## config.mk

```make
export PLATFORM = sky130hd
export DESIGN_NAME = router_fsm_flat
export DESIGN_NICKNAME = d
export VERILOG_FILES = /design/src/rtl/router_pkg.sv /design/src/rtl/router_if.sv /design/src/rtl/router_fsm.sv /design/src/flat_wrapper.sv
export SDC_FILE = /design/constraint.sdc
export NUM_CORES = 1
export LEC_CHECK = 0
export CAP_MARGIN = 20
export CORE_AREA = 10 10 47 49
export CTS_CLUSTER_SIZE = 40
export DETAILED_ROUTE_END_ITERATION = 8
export DIE_AREA = 0 0 57 59
export MAX_ROUTING_LAYER = met4
export PLACE_DENSITY = 0.69
export SYNTH_ARGS = -nofsm -noshare
export SYNTH_HDL_FRONTEND = slang
export SYNTH_SLANG_ARGS = --single-unit
```

## constraint.sdc

```tcl
create_clock -name clk -period 1.1 [get_ports clk]
set_input_delay 0.11 -clock clk [delete_from_list [all_inputs] [get_ports clk]]
set_output_delay 0.11 -clock clk [all_outputs]
set_load 0.01 [all_outputs]
```

## src/rtl/router_pkg.sv

```systemverilog
// Shared encodings for the 1x3 router packet-control logic.
package router_pkg;

    typedef enum logic [2:0] {
        DECODE_ADDRESS     = 3'd0,
        LOAD_FIRST_DATA    = 3'd1,
        LOAD_DATA          = 3'd2,
        FIFO_FULL_STATE    = 3'd3,
        LOAD_AFTER_FULL    = 3'd4,
        LOAD_PARITY        = 3'd5,
        CHECK_PARITY_ERROR = 3'd6,
        WAIT_TILL_EMPTY    = 3'd7
    } router_state_e;

    localparam logic [1:0] ADDR_P0      = 2'd0;
    localparam logic [1:0] ADDR_P1      = 2'd1;
    localparam logic [1:0] ADDR_P2      = 2'd2;
    localparam logic [1:0] ADDR_INVALID = 2'd3;

endpackage

```

## src/rtl/router_if.sv

```systemverilog
// Packet-control handshake between the input stage, FIFOs, register stage and router_fsm.
interface router_if;

    logic       pkt_valid;
    logic [1:0] data_in;
    logic       fifo_full;
    logic       fifo_empty_0;
    logic       fifo_empty_1;
    logic       fifo_empty_2;
    logic       soft_reset_0;
    logic       soft_reset_1;
    logic       soft_reset_2;
    logic       parity_done;
    logic       low_pkt_valid;

    logic       detect_add;
    logic       lfd_state;
    logic       ld_state;
    logic       laf_state;
    logic       full_state;
    logic       write_enb_reg;
    logic       rst_int_reg;
    logic       busy;

    modport master (
        output pkt_valid, data_in, fifo_full,
        output fifo_empty_0, fifo_empty_1, fifo_empty_2,
        output soft_reset_0, soft_reset_1, soft_reset_2,
        output parity_done, low_pkt_valid,
        input  detect_add, lfd_state, ld_state, laf_state, full_state,
        input  write_enb_reg, rst_int_reg, busy
    );

    modport slave (
        input  pkt_valid, data_in, fifo_full,
        input  fifo_empty_0, fifo_empty_1, fifo_empty_2,
        input  soft_reset_0, soft_reset_1, soft_reset_2,
        input  parity_done, low_pkt_valid,
        output detect_add, lfd_state, ld_state, laf_state, full_state,
        output write_enb_reg, rst_int_reg, busy
    );

endinterface

```

## src/rtl/router_fsm.sv

```systemverilog
// Packet-control FSM of the 1x3 router: decodes headers, sequences FIFO writes and stalls.
// state              | meaning
// DECODE_ADDRESS     | idle, waiting for a header byte
// LOAD_FIRST_DATA    | writing header byte
// LOAD_DATA          | writing payload bytes
// FIFO_FULL_STATE    | stalled, target FIFO full
// LOAD_AFTER_FULL    | writing the byte held during the stall
// LOAD_PARITY        | writing parity byte
// CHECK_PARITY_ERROR | parity compare in register stage
// WAIT_TILL_EMPTY    | target FIFO still draining previous packet
module router_fsm
    import router_pkg::*;
(
    input  logic     clk,
    input  logic     resetn,
    router_if.slave  bus
);

    router_state_e state;
    router_state_e state_nxt;
    logic [1:0]    addr_q;
    logic          empty_in;
    logic          empty_addr;
    logic          soft_sel;

    always_comb begin
        empty_in = 1'b0;
        case (bus.data_in)
            ADDR_P0: empty_in = bus.fifo_empty_0;
            ADDR_P1: empty_in = bus.fifo_empty_1;
            ADDR_P2: empty_in = bus.fifo_empty_2;
            default: empty_in = 1'b0;
        endcase
    end

    always_comb begin
        empty_addr = 1'b0;
        soft_sel   = 1'b0;
        case (addr_q)
            ADDR_P0: begin empty_addr = bus.fifo_empty_0; soft_sel = bus.soft_reset_0; end
            ADDR_P1: begin empty_addr = bus.fifo_empty_1; soft_sel = bus.soft_reset_1; end
            ADDR_P2: begin empty_addr = bus.fifo_empty_2; soft_sel = bus.soft_reset_2; end
            default: begin empty_addr = 1'b0;             soft_sel = 1'b0;             end
        endcase
    end

    always_comb begin
        state_nxt = DECODE_ADDRESS;
        if (!soft_sel) begin
            case (state)
                DECODE_ADDRESS: begin
                    if (bus.pkt_valid && bus.data_in != ADDR_INVALID)
                        state_nxt = empty_in ? LOAD_FIRST_DATA : WAIT_TILL_EMPTY;
                    else
                        state_nxt = DECODE_ADDRESS;
                end
                LOAD_FIRST_DATA: state_nxt = LOAD_DATA;
                LOAD_DATA: begin
                    if (bus.fifo_full)       state_nxt = FIFO_FULL_STATE;
                    else if (!bus.pkt_valid) state_nxt = LOAD_PARITY;
                    else                     state_nxt = LOAD_DATA;
                end
                FIFO_FULL_STATE: state_nxt = bus.fifo_full ? FIFO_FULL_STATE : LOAD_AFTER_FULL;
                LOAD_AFTER_FULL: begin
                    if (bus.parity_done)        state_nxt = DECODE_ADDRESS;
                    else if (bus.low_pkt_valid) state_nxt = LOAD_PARITY;
                    else                        state_nxt = LOAD_DATA;
                end
                LOAD_PARITY:        state_nxt = CHECK_PARITY_ERROR;
                CHECK_PARITY_ERROR: state_nxt = bus.fifo_full ? FIFO_FULL_STATE : DECODE_ADDRESS;
                WAIT_TILL_EMPTY:    state_nxt = empty_addr ? LOAD_FIRST_DATA : WAIT_TILL_EMPTY;
                default:            state_nxt = DECODE_ADDRESS;
            endcase
        end
    end

    always_ff @(posedge clk) begin
        if (!resetn) begin
            state  <= DECODE_ADDRESS;
            addr_q <= ADDR_P0;
        end else begin
            state <= state_nxt;
            if (state == DECODE_ADDRESS && bus.pkt_valid)
                addr_q <= bus.data_in;
        end
    end

    // Moore decode straight from the state register; downstream stages expect no extra latency.
    always_comb begin
        bus.detect_add    = 1'b0;
        bus.lfd_state     = 1'b0;
        bus.ld_state      = 1'b0;
        bus.laf_state     = 1'b0;
        bus.full_state    = 1'b0;
        bus.write_enb_reg = 1'b0;
        bus.rst_int_reg   = 1'b0;
        bus.busy          = 1'b0;
        case (state)
            DECODE_ADDRESS:  bus.detect_add = 1'b1;
            LOAD_FIRST_DATA: begin
                bus.lfd_state     = 1'b1;
                bus.busy          = 1'b1;
                bus.write_enb_reg = 1'b1;
            end
            LOAD_DATA: begin
                bus.ld_state      = 1'b1;
                bus.write_enb_reg = 1'b1;
            end
            FIFO_FULL_STATE: begin
                bus.full_state = 1'b1;
                bus.busy       = 1'b1;
            end
            LOAD_AFTER_FULL: begin
                bus.laf_state     = 1'b1;
                bus.busy          = 1'b1;
                bus.write_enb_reg = 1'b1;
            end
            LOAD_PARITY: begin
                bus.busy          = 1'b1;
                bus.write_enb_reg = 1'b1;
            end
            CHECK_PARITY_ERROR: begin
                bus.rst_int_reg = 1'b1;
                bus.busy        = 1'b1;
            end
            WAIT_TILL_EMPTY: bus.busy = 1'b1;
            default:         bus.detect_add = 1'b1;
        endcase
    end

endmodule

```

## src/flat_wrapper.sv

```systemverilog
// flat-port wrapper written by rule: the top's interface ports become plain ports
module router_fsm_flat import router_pkg::*;
  (clk, resetn, bus_pkt_valid, bus_data_in, bus_fifo_full, bus_fifo_empty_0, bus_fifo_empty_1, bus_fifo_empty_2, bus_soft_reset_0, bus_soft_reset_1, bus_soft_reset_2, bus_parity_done, bus_low_pkt_valid, bus_detect_add, bus_lfd_state, bus_ld_state, bus_laf_state, bus_full_state, bus_write_enb_reg, bus_rst_int_reg, bus_busy);
  router_if bus_i ();
  input  logic clk;
  input  logic resetn;
  input wire logic [$bits(bus_i.pkt_valid)-1:0] bus_pkt_valid;
  input wire logic [$bits(bus_i.data_in)-1:0] bus_data_in;
  input wire logic [$bits(bus_i.fifo_full)-1:0] bus_fifo_full;
  input wire logic [$bits(bus_i.fifo_empty_0)-1:0] bus_fifo_empty_0;
  input wire logic [$bits(bus_i.fifo_empty_1)-1:0] bus_fifo_empty_1;
  input wire logic [$bits(bus_i.fifo_empty_2)-1:0] bus_fifo_empty_2;
  input wire logic [$bits(bus_i.soft_reset_0)-1:0] bus_soft_reset_0;
  input wire logic [$bits(bus_i.soft_reset_1)-1:0] bus_soft_reset_1;
  input wire logic [$bits(bus_i.soft_reset_2)-1:0] bus_soft_reset_2;
  input wire logic [$bits(bus_i.parity_done)-1:0] bus_parity_done;
  input wire logic [$bits(bus_i.low_pkt_valid)-1:0] bus_low_pkt_valid;
  output wire logic [$bits(bus_i.detect_add)-1:0] bus_detect_add;
  output wire logic [$bits(bus_i.lfd_state)-1:0] bus_lfd_state;
  output wire logic [$bits(bus_i.ld_state)-1:0] bus_ld_state;
  output wire logic [$bits(bus_i.laf_state)-1:0] bus_laf_state;
  output wire logic [$bits(bus_i.full_state)-1:0] bus_full_state;
  output wire logic [$bits(bus_i.write_enb_reg)-1:0] bus_write_enb_reg;
  output wire logic [$bits(bus_i.rst_int_reg)-1:0] bus_rst_int_reg;
  output wire logic [$bits(bus_i.busy)-1:0] bus_busy;
  assign bus_i.pkt_valid = bus_pkt_valid;
  assign bus_i.data_in = bus_data_in;
  assign bus_i.fifo_full = bus_fifo_full;
  assign bus_i.fifo_empty_0 = bus_fifo_empty_0;
  assign bus_i.fifo_empty_1 = bus_fifo_empty_1;
  assign bus_i.fifo_empty_2 = bus_fifo_empty_2;
  assign bus_i.soft_reset_0 = bus_soft_reset_0;
  assign bus_i.soft_reset_1 = bus_soft_reset_1;
  assign bus_i.soft_reset_2 = bus_soft_reset_2;
  assign bus_i.parity_done = bus_parity_done;
  assign bus_i.low_pkt_valid = bus_low_pkt_valid;
  assign bus_detect_add = bus_i.detect_add;
  assign bus_lfd_state = bus_i.lfd_state;
  assign bus_ld_state = bus_i.ld_state;
  assign bus_laf_state = bus_i.laf_state;
  assign bus_full_state = bus_i.full_state;
  assign bus_write_enb_reg = bus_i.write_enb_reg;
  assign bus_rst_int_reg = bus_i.rst_int_reg;
  assign bus_busy = bus_i.busy;
  router_fsm u_core (.clk(clk), .resetn(resetn), .bus(bus_i));
endmodule
```

==> results of run 1 <==
==> per-layer routing <==
| metal | GRT usage, % | wire, um | part of all wire [%] |
|---|---|---|---|
| met1 | 7.70 | 601 | 39 |
| met2 | 15.7 | 740 | 48 |
| met3 | 4.29 | 167 | 11 |
| met4 | 7.05 | 43 | 2.8 |
| met5 | - | 0 | 0 |
==> state kept, by name, summed over array words and instances, names as in the netlist <==
name / cells
u_core.addr_q: 2
u_core.state: 3
==> cell usage in the layout (no fill, tap or decap) <==
| cell type | instances |
|---|---|
| nor3_4 | 2 |
| a31o_1 | 1 |
| nand2_4 | 1 |
| a21boi_1 | 2 |
| clkbuf_4 | 3 |
| buf_6 | 8 |
| nor2b_1 | 1 |
| o211ai_1 | 1 |
| o21ai_1 | 1 |
| a2111oi_4 | 1 |
| mux2i_1 | 4 |
| nand3b_1 | 3 |
| nand2b_1 | 1 |
| o22a_1 | 1 |
| a32oi_1 | 1 |
| xnor2_2 | 1 |
| inv_1 | 1 |
| inv_4 | 1 |
| a31oi_1 | 2 |
| dfxtp_2 | 2 |
| o21ai_0 | 2 |
| and3_1 | 1 |
| clkbuf_1 | 1 |
| nor2_1 | 2 |
| nor2_2 | 1 |
| buf_4 | 14 |
| a21oi_1 | 3 |
| dfxtp_1 | 3 |
| clkdlybuf4s50_1 | 13 |
| a211oi_1 | 1 |
| buf_2 | 6 |
| and3_4 | 1 |
| nand2_1 | 3 |
| nor3_2 | 1 |
| or2_4 | 1 |
| nand3_1 | 3 |
==> cell type report <==
type	count	share of cell area, %
tap	16	2.35
sequential	5	12.0
timing repair buffer	41	41.7
inverter	2	1.17
clock buffer	4	3.08
multi-input combinational	42	39.6
==> where the power goes <==
group,switching (mW),internal [mW],leakage (nW)
logic,0.167,0.237,0.305
clock network,0.0814,0.138,0.0150
registers,0.0127,0.197,0.0418
==> through the flow <==
step / utilization [%] / setup TNS, ns / cells / power [mW]
after global placement: 53.0 / -2.62 / 101 / 0.540
after floorplan: - / 0 / 52 / 0.357
final: 60.8 / -1.23 / 110 / 0.833
after detailed placement: 53.0 / -2.80 / 101 / 0.545
after global routing: 60.8 / -1.99 / 110 / 0.886
after CTS: 57.5 / -1.22 / 108 / 0.792
==> timing repair <==
item                       in CTS  in global routing
setup endpoints to repair      13                 13
pin swaps                      10                  8
buffers inserted                3                  2
gates resized for setup        44                  6
==> worst max-delay path, cell delays in order (launching register included) <==
cell	delay, ns
dfxtp_2	0.32
buf_6	0.12
nor3_4	0.20
buf_6	0.14
nand2_4	0.04
o22a_1	0.18
a31oi_1	0.18
==> cell families after synthesis <==
| family | after synthesis | share of synthesized area (%) |
|---|---|---|
| simple gates | 21 | 28.8 |
| xor+xnor | 1 | 2.15 |
| mux | 4 | 9.82 |
| buf+inv | 5 | 6.74 |
| flops | 5 | 24.5 |
| compound gates | 16 | 27.9 |
==> final timing paths <==
| kind | endpoint | startpoint | depth (start not counted) |
|---|---|---|---|
| min | u_core.addr_q[1] | resetn | 2 |
| max | u_core.state[2] | u_core.state[0] | 6 |
| max reg2reg | u_core.state[2] | u_core.state[0] | 6 |
| min reg2reg | u_core.addr_q[1] | u_core.addr_q[1] | 2 |
==> metrics.cfg, run 1 <==
[sta]
setup_viol = 13
relSlewSlack_pct = 82.3
hold_viol_final = 0
min_period_ns = 1.26
final_critical_path_setup_slack_ns = -0.158
rsz0062_at_grt = true
finalCritPeriodShare_pct = 114
max_freq_mhz = 795
skew_ns = 0.00577
hold_ws_ns = 0.478
worstMarginPinSlew_ns = 0.264
maxSlewViolCount = 0

[die]
row_count = 14
initial_core_util_pct = 29.1
coreArea_um2 = 1400
die_w_um = 57
die_h_um = 59
dieArea_um2 = 3360
ioPinCount = 22

[cells_and_area]
multi_input_area_um2 = 338
area_growth_pct = 109
final_cell_area_um2 = 852
nets = 109
drive_gt1_share_pct = 45.7
fillers = 149
regArea_um2 = 103
antennaDiodeCount = 0

[cts]
cts_hold_buf = 0
clk_pin_slew_ns = 0.05
cts.path.max_buffers = 2
root_buffer = clkbuf_4
cts_made_buffers = 3
cts.htree.levels = 1
clk_latency_ns = 0.25
cts_tree = built
cts_sinks = 5

[drt]
wirelength_um = 1550
ant_nets = 0
vias_per_cell = 5.09
vias = 560
drcViolationCount = 0
first_pass_iters = 2
drt_iter0_drc = 3
wl_per_cell_um = 14.1

[synthesis]
synthFlopType = dfxtp_1
syn_inst = 52
yosysTopAreaCell = dfxtp_1
synthTopCellsByCount = dfxtp_1, mux2i_1
yosysMostFrequentCell = dfxtp_1
synth.avg_cell_area_um2 = 7.84
ys_warn_count = 0
yosysSeqAreaShare_pct = 24.5
synthTopCellsByArea = dfxtp_1, mux2i_1, nand3b_1
async_reset_ff_share_pct = 0
synthesis.area_um2 = 408
ys_ff_latch = 5
synth_top_cell_area_share_pct = 24.5
synth_edf_count = 0
synth.distinct_cells = 30
syn-num-nets = 66

[power]
p_per_area_nw_per_um2 = 978
p_leak_nw = 0.362
peakVddDrop_mv = 0.587

[worst_setup_path]
end_kind = register
crit_type = register to register
crit_path_start_kind = register
worstPathArrival_ns = 1.43
r2r_setup_slack_ns = -0.16
critPathMaxFanout = 3
crit_required_ns = 1.27

[job]
maxCapViolations = 0

[place]
gp_congestion = 0.764
portBuffers = 21
dp_hpwl_um = 1140
dpl-instance-area_um2 = 743
pre_cts_ws_ns = -0.279

[worst_hold_path]
hp-class = input port to register

[grt]
first_global_vias = 579
grt_max_degree = 8
grt_usage_pct = 9.20
grt_pass1_wl_um = 2370
antenna_found_initial = 0
grt_overflow_total = 0

[run_status]
outcome = finished, violations left
violations = setup timing

Power figures use the tool's default switching activity.
==> inputs of run 2 (changes only) <==
--- a/config.mk
+++ b/config.mk
@@ -11,7 +11,7 @@
 export DETAILED_ROUTE_END_ITERATION = 8
 export DIE_AREA = 0 0 57 59
 export MAX_ROUTING_LAYER = met4
-export PLACE_DENSITY = 0.69
+export PLACE_DENSITY = 0.66
 export SYNTH_ARGS = -nofsm -noshare
 export SYNTH_HDL_FRONTEND = slang
 export SYNTH_SLANG_ARGS = --single-unit
==> constraint.sdc (replaced) <==
create_clock -name clk -period 1.6 [get_ports clk]
set_input_delay 0.16 -clock clk [delete_from_list [all_inputs] [get_ports clk]]
set_output_delay 0.16 -clock clk [all_outputs]
set_load 0.01 [all_outputs]
==> run 2 against run 1 <==
  * Die area unchanged
  * Largest cell class is now multi-input combinational cells
  * The run now ends clean
  * Clock-buffer cell count unchanged
  * Sequential power fell by 31%
==> metrics.cfg, run 2 (synthesis results as in run 1) <==
[worst_setup_path]
path_cells = or2_1 -> clkdlybuf4s50_1
crit_type = register to output port
critPathMaxStageDelay_ns = 0.56  ; +0.24 ns
critPathTopFamily = buffers and inverters
worstPathArrival_ns = 1.39  ; -0.04 ns
critPathMaxFanout = 4  ; +1
crit_path_start_kind = register
end_kind = output port
slowest_stage = clkdlybuf4s50_1
crit_required_ns = 1.44  ; +0.17 ns
path_buf_inv = 1  ; -1
r2r_setup_slack_ns = 0.25  ; +0.41 ns

[cells_and_area]
final_cell_area_um2 = 673  ; -21%
final_common_cell = clkdlybuf4s50_1
nets = 93  ; -15%
area_growth_pct = 65.0
regMostFlops = u_core.state
drive_gt1_share_pct = 15.4  ; -30 points
multi_input_area_um2 = 280  ; -17%
largest_reg_flops = 3  ; unchanged
mostFrequentLayoutCells = clkdlybuf4s50_1, dlygate4sd2_1, dfxtp_1, mux2i_1
final_util_pct = 48.0  ; -13 points
antennaDiodeCount = 0  ; unchanged
fillers = 170  ; +14%
reg.largest.list = u_core.state (3), u_core.addr_q (2)
regArea_um2 = 100  ; -2.4%

[die]
row_count = 14  ; unchanged
die_h_um = 59  ; unchanged
initial_core_util_pct = 29.1  ; unchanged
die_w_um = 57  ; unchanged
coreArea_um2 = 1400  ; unchanged
dieArea_um2 = 3360  ; unchanged
ioPinCount = 22  ; unchanged

[cts]
cts_tree = built
cts_sinks = 5  ; unchanged
cts.path.max_buffers = 2  ; unchanged
post_cts_buffers = 0  ; -3
cts_hold_buf = 0  ; unchanged
root_buffer = clkbuf_4
clk_pin_slew_ns = 0.04  ; about the same
clk_latency_ns = 0.25  ; about the same
cts_made_buffers = 3  ; unchanged
cts.htree.levels = 1  ; unchanged

[grt]
grt_usage_pct = 8.23  ; -0.97 points
grt_pass1_wl_um = 2170  ; -8.4%
antenna_found_initial = 0  ; unchanged
first_global_vias = 487  ; -16%
grt_overflow_total = 0  ; unchanged
grt_max_degree = 13  ; +5

[sta]
tns_ns = 0  ; +1.23 ns
max_freq_mhz = 646
maxSlewViolCount = 0  ; unchanged
worstMarginPinSlew_ns = 0.293  ; +0.0288 ns
min_period_ns = 1.55
skew_ns = 0.000903  ; -0.00486 ns
finalCritPeriodShare_pct = 96.7
hold_viol_final = 0  ; unchanged
rsz0062_at_grt = false
relSlewSlack_pct = 80.4  ; -1.9 points
setup_viol = 0  ; -13

[drt]
drt_iter0_drc = 3  ; unchanged
vias = 489  ; -13%
drcViolationCount = 0  ; unchanged
ant_nets = 0  ; unchanged
first_pass_iters = 4  ; +2
wl_per_cell_um = 13.3  ; -5.4%
vias_per_cell = 5.20  ; +2.2%
wirelength_um = 1250  ; -19%

[power]
p_per_area_nw_per_um2 = 702  ; -28%
p_leak_nw = 0.287  ; -21%
peakVddDrop_mv = 0.328  ; -44%

[worst_hold_path]
hp-class = register to register

[job]
maxCapViolations = 0  ; unchanged

[place]
dp_hpwl_um = 1050  ; -8.1%
portBuffers = 21  ; unchanged
dpl-instance-area_um2 = 648  ; -13%
gp_congestion = 0.786  ; +2.9%

[run_status]
outcome = finished, final reports clean

[run 2: changes by cell type in the layout (fill, tap and decap cells not counted), sizes merged]
cell | before | now
clkdlybuf4s50 | 13 | 14
dlygate4sd2 | 0 | 6
buf | 28 | 4
dlymetal6s2s | 0 | 1
[run 2: repair_timing]
action / CTS / global route
gates resized for setup: 7 / 2
endpoints found under the setup margin: 6 / 1
cloned: 0 / 0
[run 2: cell type report]
type	count	share of cell area (%)
clock buffer	4	3.90
inverter	2	1.12
sequential	5	14.9
timing repair buffer	25	35.5
multi-input combinational	42	41.6
tap	16	2.97
[run 2: through the flow]
step | setup WS, ns | hold slack (ns) | instances | total power, mW
5_1_grt | 0.00330 | 0.531 | 94 | 0.506
6_report | 0.0525 | 0.517 | 94 | 0.472
3_5_place_dp | 0.0862 | 0.511 | 90 | 0.337
4_1_cts | 0.00378 | 0.518 | 94 | 0.477
2_1_floorplan | 0.363 | 0.306 | 52 | 0.238
3_3_place_gp | 0.157 | 0.500 | 90 | 0.335
[run 2: routing by layer]
metal	track usage, %	wire (um)
met1	9.30	626
met4	5.03	30
met3	3.00	70
met2	12.1	527
met5	-	0
[run 2: final timing paths]
check / startpoint / end / cells after the start
setup reg to reg: u_core.state[0] / u_core.state[2] / 6
hold reg to reg: u_core.addr_q[1] / u_core.addr_q[1] / 2
hold / removal: u_core.addr_q[1] / u_core.addr_q[1] / 2
setup / recovery: u_core.state[0] / bus_busy / 2
[run 2: worst register-to-register path: stages, from the launching register on]
cell	delay (ns)
dfxtp_1	0.33
buf_4	0.16
nor3_2	0.19
buf_4	0.16
nand2_2	0.06
o22a_1	0.20
a31oi_1	0.15
[run 2: report_power, final]
| part | switching [mW] | internal [mW] | total [mW] | leakage [nW] |
|---|---|---|---|---|
| Clock | 0.0540 | 0.0944 | 0.148 | 0.0150 |
| Sequential | 0.0101 | 0.135 | 0.145 | 0.0409 |
| Combinational | 0.0809 | 0.0983 | 0.179 | 0.231 |
==> inputs of run 3 (changes only) <==
--- a/config.mk
+++ b/config.mk
@@ -12,6 +12,7 @@
 export DIE_AREA = 0 0 57 59
 export MAX_ROUTING_LAYER = met4
 export PLACE_DENSITY = 0.66
+export SLEW_MARGIN = 20
 export SYNTH_ARGS = -nofsm -noshare
 export SYNTH_HDL_FRONTEND = slang
 export SYNTH_SLANG_ARGS = --single-unit
==> results of run 3 <==
No change in the layout: final DEF, timing and power equal those of run 2.
